--- src/rtl/mem_port_arbiter.sv ---
// Arbiter sharing the single-port MEM-stage data RAM between the pipeline and a debug/loader port.
// Optional statistics counters are enabled by defining MEM_ARB_STATS_EN.
module mem_port_arbiter #(
    parameter int unsigned WAIT_MAX = 4
) (
    input  logic        clk,
    input  logic        clr,
    input  logic        pipe_req,
    input  logic        pipe_we,
    input  logic [31:0] pipe_addr,
    input  logic [31:0] pipe_wdata,
    output logic [31:0] pipe_rdata,
    output logic        pipe_stall,
    input  logic        dbg_req,
    input  logic        dbg_we,
    input  logic [31:0] dbg_addr,
    input  logic [31:0] dbg_wdata,
    output logic        dbg_ack,
    output logic [31:0] dbg_rdata,
    output logic        ram_we,
    output logic [31:0] ram_addr,
    output logic [31:0] ram_wdata,
    input  logic [31:0] ram_rdata
`ifdef MEM_ARB_STATS_EN
    ,
    output logic [15:0] stat_grants,
    output logic [15:0] stat_stalls
`endif
);

    typedef enum logic {StPipe, StDbg} state_t;

    localparam logic [3:0] WaitMax = 4'(WAIT_MAX);

    state_t      state_q, state_d;
    logic [3:0]  wait_cnt_q, wait_cnt_d;
    logic [31:0] dbg_rdata_q, dbg_rdata_d;

    always_comb begin
        state_d     = state_q;
        wait_cnt_d  = wait_cnt_q;
        dbg_rdata_d = dbg_rdata_q;
        ram_we      = 1'b0;
        ram_addr    = pipe_addr;
        ram_wdata   = pipe_wdata;
        pipe_stall  = 1'b0;
        dbg_ack     = 1'b0;

        case (state_q)
            StPipe: begin
                ram_we = pipe_req & pipe_we;
                if (dbg_req && (!pipe_req || wait_cnt_q == WaitMax)) begin
                    state_d    = StDbg;
                    wait_cnt_d = 4'd0;
                end else if (!dbg_req) begin
                    wait_cnt_d = 4'd0;
                end else if (pipe_req && wait_cnt_q < WaitMax) begin
                    wait_cnt_d = wait_cnt_q + 4'd1;
                end
            end
            StDbg: begin
                ram_addr    = dbg_addr;
                ram_wdata   = dbg_wdata;
                ram_we      = dbg_we;
                dbg_ack     = 1'b1;
                pipe_stall  = pipe_req;
                dbg_rdata_d = ram_rdata;
                // Always hand the RAM back so the pipeline gets at least one cycle between grants.
                state_d     = StPipe;
                wait_cnt_d  = 4'd0;
            end
        endcase

        // Reset must never let a write or a stall escape, even mid-cycle.
        if (clr) begin
            ram_we     = 1'b0;
            pipe_stall = 1'b0;
            dbg_ack    = 1'b0;
        end
    end

    always_ff @(posedge clk or posedge clr) begin
        if (clr) begin
            state_q     <= StPipe;
            wait_cnt_q  <= 4'd0;
            dbg_rdata_q <= 32'd0;
        end else begin
            state_q     <= state_d;
            wait_cnt_q  <= wait_cnt_d;
            dbg_rdata_q <= dbg_rdata_d;
        end
    end

    assign pipe_rdata = ram_rdata;
    assign dbg_rdata  = dbg_rdata_q;

`ifdef MEM_ARB_STATS_EN
    logic [15:0] stat_grants_q, stat_grants_d;
    logic [15:0] stat_stalls_q, stat_stalls_d;

    always_comb begin
        stat_grants_d = stat_grants_q;
        stat_stalls_d = stat_stalls_q;
        if (dbg_ack && stat_grants_q != 16'hFFFF) begin
            stat_grants_d = stat_grants_q + 16'd1;
        end
        if (pipe_stall && stat_stalls_q != 16'hFFFF) begin
            stat_stalls_d = stat_stalls_q + 16'd1;
        end
    end

    always_ff @(posedge clk or posedge clr) begin
        if (clr) begin
            stat_grants_q <= 16'd0;
            stat_stalls_q <= 16'd0;
        end else begin
            stat_grants_q <= stat_grants_d;
            stat_stalls_q <= stat_stalls_d;
        end
    end

    assign stat_grants = stat_grants_q;
    assign stat_stalls = stat_stalls_q;
`else
    // Statistics disabled: arbitration is unchanged and no counters exist.
`endif

endmodule

--- config.mk ---
export PLATFORM = sky130hd
export DESIGN_NAME = mem_port_arbiter
export DESIGN_NICKNAME = d
export VERILOG_FILES = /design/src/rtl/mem_port_arbiter.sv
export SDC_FILE = /design/constraint.sdc
export NUM_CORES = 1
export LEC_CHECK = 0
export ABC_CLOCK_PERIOD_IN_PS = 1600
export CORE_AREA = 2 2 114 116
export CTS_BUF_LIST = sky130_fd_sc_hd__clkbuf_4
export DETAILED_ROUTE_END_ITERATION = 6
export DIE_AREA = 0 0 116 118
export DONT_BUFFER_PORTS = 1
export PLACE_DENSITY = 0.43
export SYNTH_ARGS = -nofsm -noshare
export SYNTH_HDL_FRONTEND = slang
export SYNTH_SLANG_ARGS = --single-unit
--- constraint.sdc ---
create_clock -name clk -period 1.6 [get_ports clk]
set_clock_uncertainty 0.2 [all_clocks]
set_input_delay 0.24 -clock clk [delete_from_list [all_inputs] [get_ports clk]]
set_output_delay 0.24 -clock clk [all_outputs]
set_load 0.005 [all_outputs]
After elaboration in Yosys (flattened, before gate mapping) --
Cells that the tools add are included.
Word-level totals: register bits 37, input port bits 166, output and inout bits 131, logic and storage cells 27
Cells by class: add/subtract/negate cells 1, magnitude comparators 1, equality and inequality tests 2, mux-type cells 14, bitwise gates (word level) 2, reductions and logical operators 4
Operator list (number):
- $mux 32 | 2
- $mux 4 | 3
- $pmux 4 s2 | 1
- $mux 1 | 6
- $add 4x1->4 const B | 1
- $eq 4x3->1 const B | 1
- $lt 4x3->1 const B | 1
- $ne 4x4->1 const B | 1
- $pmux 1 s2 | 2
- $logic_and 1x1->1 | 2
- $and 1x1->1 | 1
- $logic_not 1->1 | 1
- $logic_or 1x1->1 | 1
- $not 1->1 | 1

Logic depth before layout (Yosys ltp) --
word-level depth 6, gate-level depth with buffers 5, gate-level depth less buffers 5

Worst setup path before layout --
No wires, ideal clock.
path kind register -> output, start register state_q, end output port ram_addr[0], arrival 972 ps, required time 1160 ps, setup slack 188 ps, cell stages (with the launch flop) 4, cell sequence dfrtp_1 > buf_6 > clkbuf_8 > mux2_2
Between the ends: longest elaborated chain between the ends 1
RTL lines:
- start, declared | RTL line 35 | state_t state_q, state_d;
- start signal, assigned | RTL line 84 | state_q <= StPipe;
- start signal, assigned | RTL line 88 | state_q <= state_d;
- $mux 32 | RTL line 49 | case (state_q)
- end, declared | RTL line 21 | output logic [31:0] ram_addr,
Every way passes these cells.

Worst setup path in the final report --
start register state_q, end output port ram_addr[5]
Same word-level chain as after synthesis.

==> results.txt <==
The run finished, with violations left. The final reports fail on negative setup slack. For the pin with the worst max-slew slack, the measured transition is 0.543 ns. The final RePlAce weighted congestion is ~0.80. The post-route antenna net violation count came out at 0. The critical path starts at state_q. The highest fanout seen on the critical path is 34.

The share of synthesized area in the top cell type comes to 0.420. Setup repair after global routing could not meet its margin everywhere. The synthesized area per cell is between 10 and 15 um2. The total number of H-tree levels came out at 2.

The share of the clock period used by the worst path after layout came out at 1.20. The HPWL after detailed placement is ~6.8 mm. The routed wire length is about 8.3 mm. The synthesis-to-finish area growth is 20.4%.

The synthesized-area fraction occupied by ao, oa, aoi and oai cells is 0.00730. The number of filler instances in the final layout came out at 1,326. The number of buffers on the longest clock path came out at 2. The logic depth of the worst setup path including buffers is 2. The floorplan step defined a core boundary enclosing roughly 12,000 um2. The arrival time reported for the critical path endpoint came out at between 1 and 1.5 ns. In the post-route analysis, the smallest setup slack over all paths is -0.318 ns.

The initial core utilization came out at 0.207. The number of max-slew violations in the final report came to 0. The post-route minimum period came out at roughly 1.9 ns. In this design, the stage delay of the slowest critical-path cell is 0.52 ns. The worst setup path is captured at an output port. The share of cells above drive strength 1 came out at 0.591. In the post-synthesis netlist, the biggest area contributors are mux2_2 (42%), dfrtp_1 (36%), buf_4 (9.3%).

The pin count of the biggest net entering global routing is 35. The number of warnings issued by yosys came out at 0. The floorplan die width came out at about 120 um. The largest vdd supply drop is roughly 0.3 mV. The category of the worst setup path launch point is a flop. The number of design rule violations left after detail routing came out at 0. The global-route wire length before repair is roughly 11 mm. The distinct cell type count of the synthesized netlist came out at 22. The initialized floorplan defines 41 standard-cell rows.

Grouping stages by cell kind, the critical path spends the most delay in flip-flops. The area fraction in and, or, nand and nor cells after synthesis came out at 0.0360. The mean routed wirelength per cell is about 21 um. Synthesis produced a netlist whose cell count is between 150 and 200.

The worst register-to-register path ends at dbg_rdata[18]. The cell type contributing the most total cell area after synthesis is mux2_2. The floorplan step set the die height to between 100 and 150 um. The endpoint of the worst hold path is wait_cnt_q[1]. The setup violation total in the final timing report came out at 76. The max-capacitance violation count came out at 0. The tree is rooted in a clkbuf_4. The hold violation count in the final report came to 0.

The via count came out at 1,658. OpenSTA, run right after detailed placement, puts the worst setup slack at 0.0463 ns. The synthesized-area fraction occupied by xor and xnor cells is 0.00340. The number of cells on the worst reg-to-reg path is 5. The first-pass iteration count of the detailed router is 4. The number of global-route vias before repair was about 1,800. The CTS tree is yes. The total CTS buffers is 5. The combined buffer and inverter count along the critical path came out at 1. The mean number of vias per cell is between 4 and 5. The register-to-register setup slack came out at -0.04 ns. The number of clock sinks came out at 37. The flip-flop and latch count after synthesis came out at 37. The post-synthesis sequential area ratio is 0.360. The worst register-to-register path begins at state_q. The number of input and output port buffers inserted is 0. The floorplan die area came out at 13,700 um2. In this run the most critical hold path is launched from pipe_req. The class of the tightest hold or removal check is in2reg. The cell depth of the worst hold path is 3.

The number of violations reported at the end of detailed-routing iteration 0 is 36. The fmax is 521 MHz. Synthesis produced a netlist with a net count of 367. The initial antenna violation count is 4. The final net count is around 380. The headroom to the max-slew limit came out at 0.636. The number of top-level design ports came out at between 200 and 300. After synthesis, the share of cell area in mux cells is 0.424. The leakage dissipation came out at 1.19 nW.

The largest family of logic cells by synthesized area is multiplexers. For the worst setup path, the data required time is roughly 1.2 ns. The synthesized cell area came out at between 2000 and 3000 um2.

The residual overflow from global routing came out at 0. Of the total synthesized cell area, the portion taken by full adders, half adders and majority gates is 0.00973. In this run the power density over the cells is roughly 800 nW/um2. Clock-pin slew was measured on the worst setup and hold paths at 0.12 ns. The signal on the critical path passes through buf_12, mux2_2. The worst setup path is of the reg2out kind.

The clock insertion delay at the later pin of the skew report came out at roughly 0.34 ns. The master of the slowest instance on the critical path is dfrtp_4. The global-route total usage across every layer is 0.110. The overall power is around 2.5 mW.
## cell usage in the layout, fill, tap and decap left out
cell,instances
mux2_2,93
dfrtp_1,36
dlygate4sd3_1,35
buf_12,6
diode_2,5
clkbuf_4,5
buf_4,4
inv_1,3
nor2_1,3
mux2_4,3
buf_6,3
nand3b_1,2
ha_1,2
buf_8,2
nor2b_4,1
nand3_2,1
nand2_1,1
a21oi_2,1
and2b_1,1
and2_4,1
a21boi_0,1
clkinv_1,1
nor3b_4,1
xnor2_1,1
nor2_2,1
mux2i_1,1
a31oi_1,1
bufinv_16,1
clkinv_2,1
inv_6,1
clkbuf_16,1
dfrtp_4,1
## what timing repair did
action | in CTS | in global routing
endpoints found under the setup margin | 67 | 91
endpoints found under the hold margin | 74 | 0
setup buffers | 7 | 1
pin swaps | 2 | 0
cloned | 1 | 1
hold buffers | 35 | 0
resized for setup | 7 | 6
## worst register-to-register path: stages, from the launching register on
cell and delay (ns):
dfrtp_4 0.56, buf_12 0.15, buf_8 0.11, buf_6 0.12, buf_8 0.12, mux2_4 0.28
## cells by family (layout without fill, tap and decap cells)
kind of cell / Yosys count / in the layout
flops: 37 / 37
fa+ha+maj: 2 / 2
compound gates: 3 / 3
other cells: 0 / 5
buf+inv: 47 / 63
simple gates: 12 / 12
mux: 97 / 97
xor+xnor: 1 / 1
## final cells by class
type                            count  area [um2]  area share
Timing Repair Buffer               51         589       0.190
Inverter                            4        15.0     0.00485
Clock buffer                        5        37.5      0.0121
Tap cell                          172         215      0.0695
Clock inverter                      3        43.8      0.0141
Antenna cell                        5        12.5     0.00404
Sequential cell                    37         930       0.300
Multi-Input combinational cell    115        1250       0.405
## where the power goes
group | internal [mW] | leakage (nW) | switching [mW]
logic | 0.370 | 0.698 | 0.225
registers | 1.08 | 0.442 | 0.122
clock network | 0.332 | 0.0456 | 0.352
total | 1.78 | 1.19 | 0.700
## synthesized netlist by cell type
cell type,number
a21boi_0,1
and2_1,1
nand2_1,1
a21oi_1,1
buf_4,32
clkbuf_8,9
buf_12,1
nand3b_1,2
a31oi_1,1
nor2_2,1
buf_6,1
nor3b_4,1
mux2i_1,1
mux2_2,96
and2b_1,1
nor2b_4,1
xnor2_1,1
ha_1,2
nor2_1,3
nand3_2,1
dfrtp_1,37
inv_1,4
## state kept, by name (all words and copies together), names as in the netlist
| register | flops |
|---|---|
| wait_cnt_q | 4 |
| state_q | 1 |
| dbg_rdata | 32 |
## how the worst max path moves through the flow
stage | to | slack [ns]
after floorplan | ram_addr[0] | 0.19
after global placement | ram_addr[8] | 0.06
after detailed placement | ram_addr[8] | 0.05
after CTS | ram_wdata[3] | -0.36
after global routing | ram_addr[5] | -0.39
final | ram_addr[5] | -0.32
## through the flow
stage	cells	util	hold slack, ns	setup TNS [ns]	instance area [um2]
floorplan	199	-	0.142	0	2570
global placement	335	0.201	-0.0477	0	2500
detailed placement	335	0.201	-0.0530	0	2500
CTS	386	0.246	0.0377	-23.34	3060
global route	390	0.249	0.0404	-22.95	3090
finish	392	0.249	0.0597	-17.92	3100
## metal layers
metal | share of wire | routed length [um] | vias up | global-route usage
met4 | 0.038 | 314 | 0 | 0.0506
met3 | 0.12 | 965 | 16 | 0.0489
met1 | 0.34 | 2840 | 799 | 0.120
met2 | 0.50 | 4190 | 141 | 0.181
met5 | 0 | 0 | - | 0
li1 | - | - | 702 | -
Power figures use the tool's default switching activity.
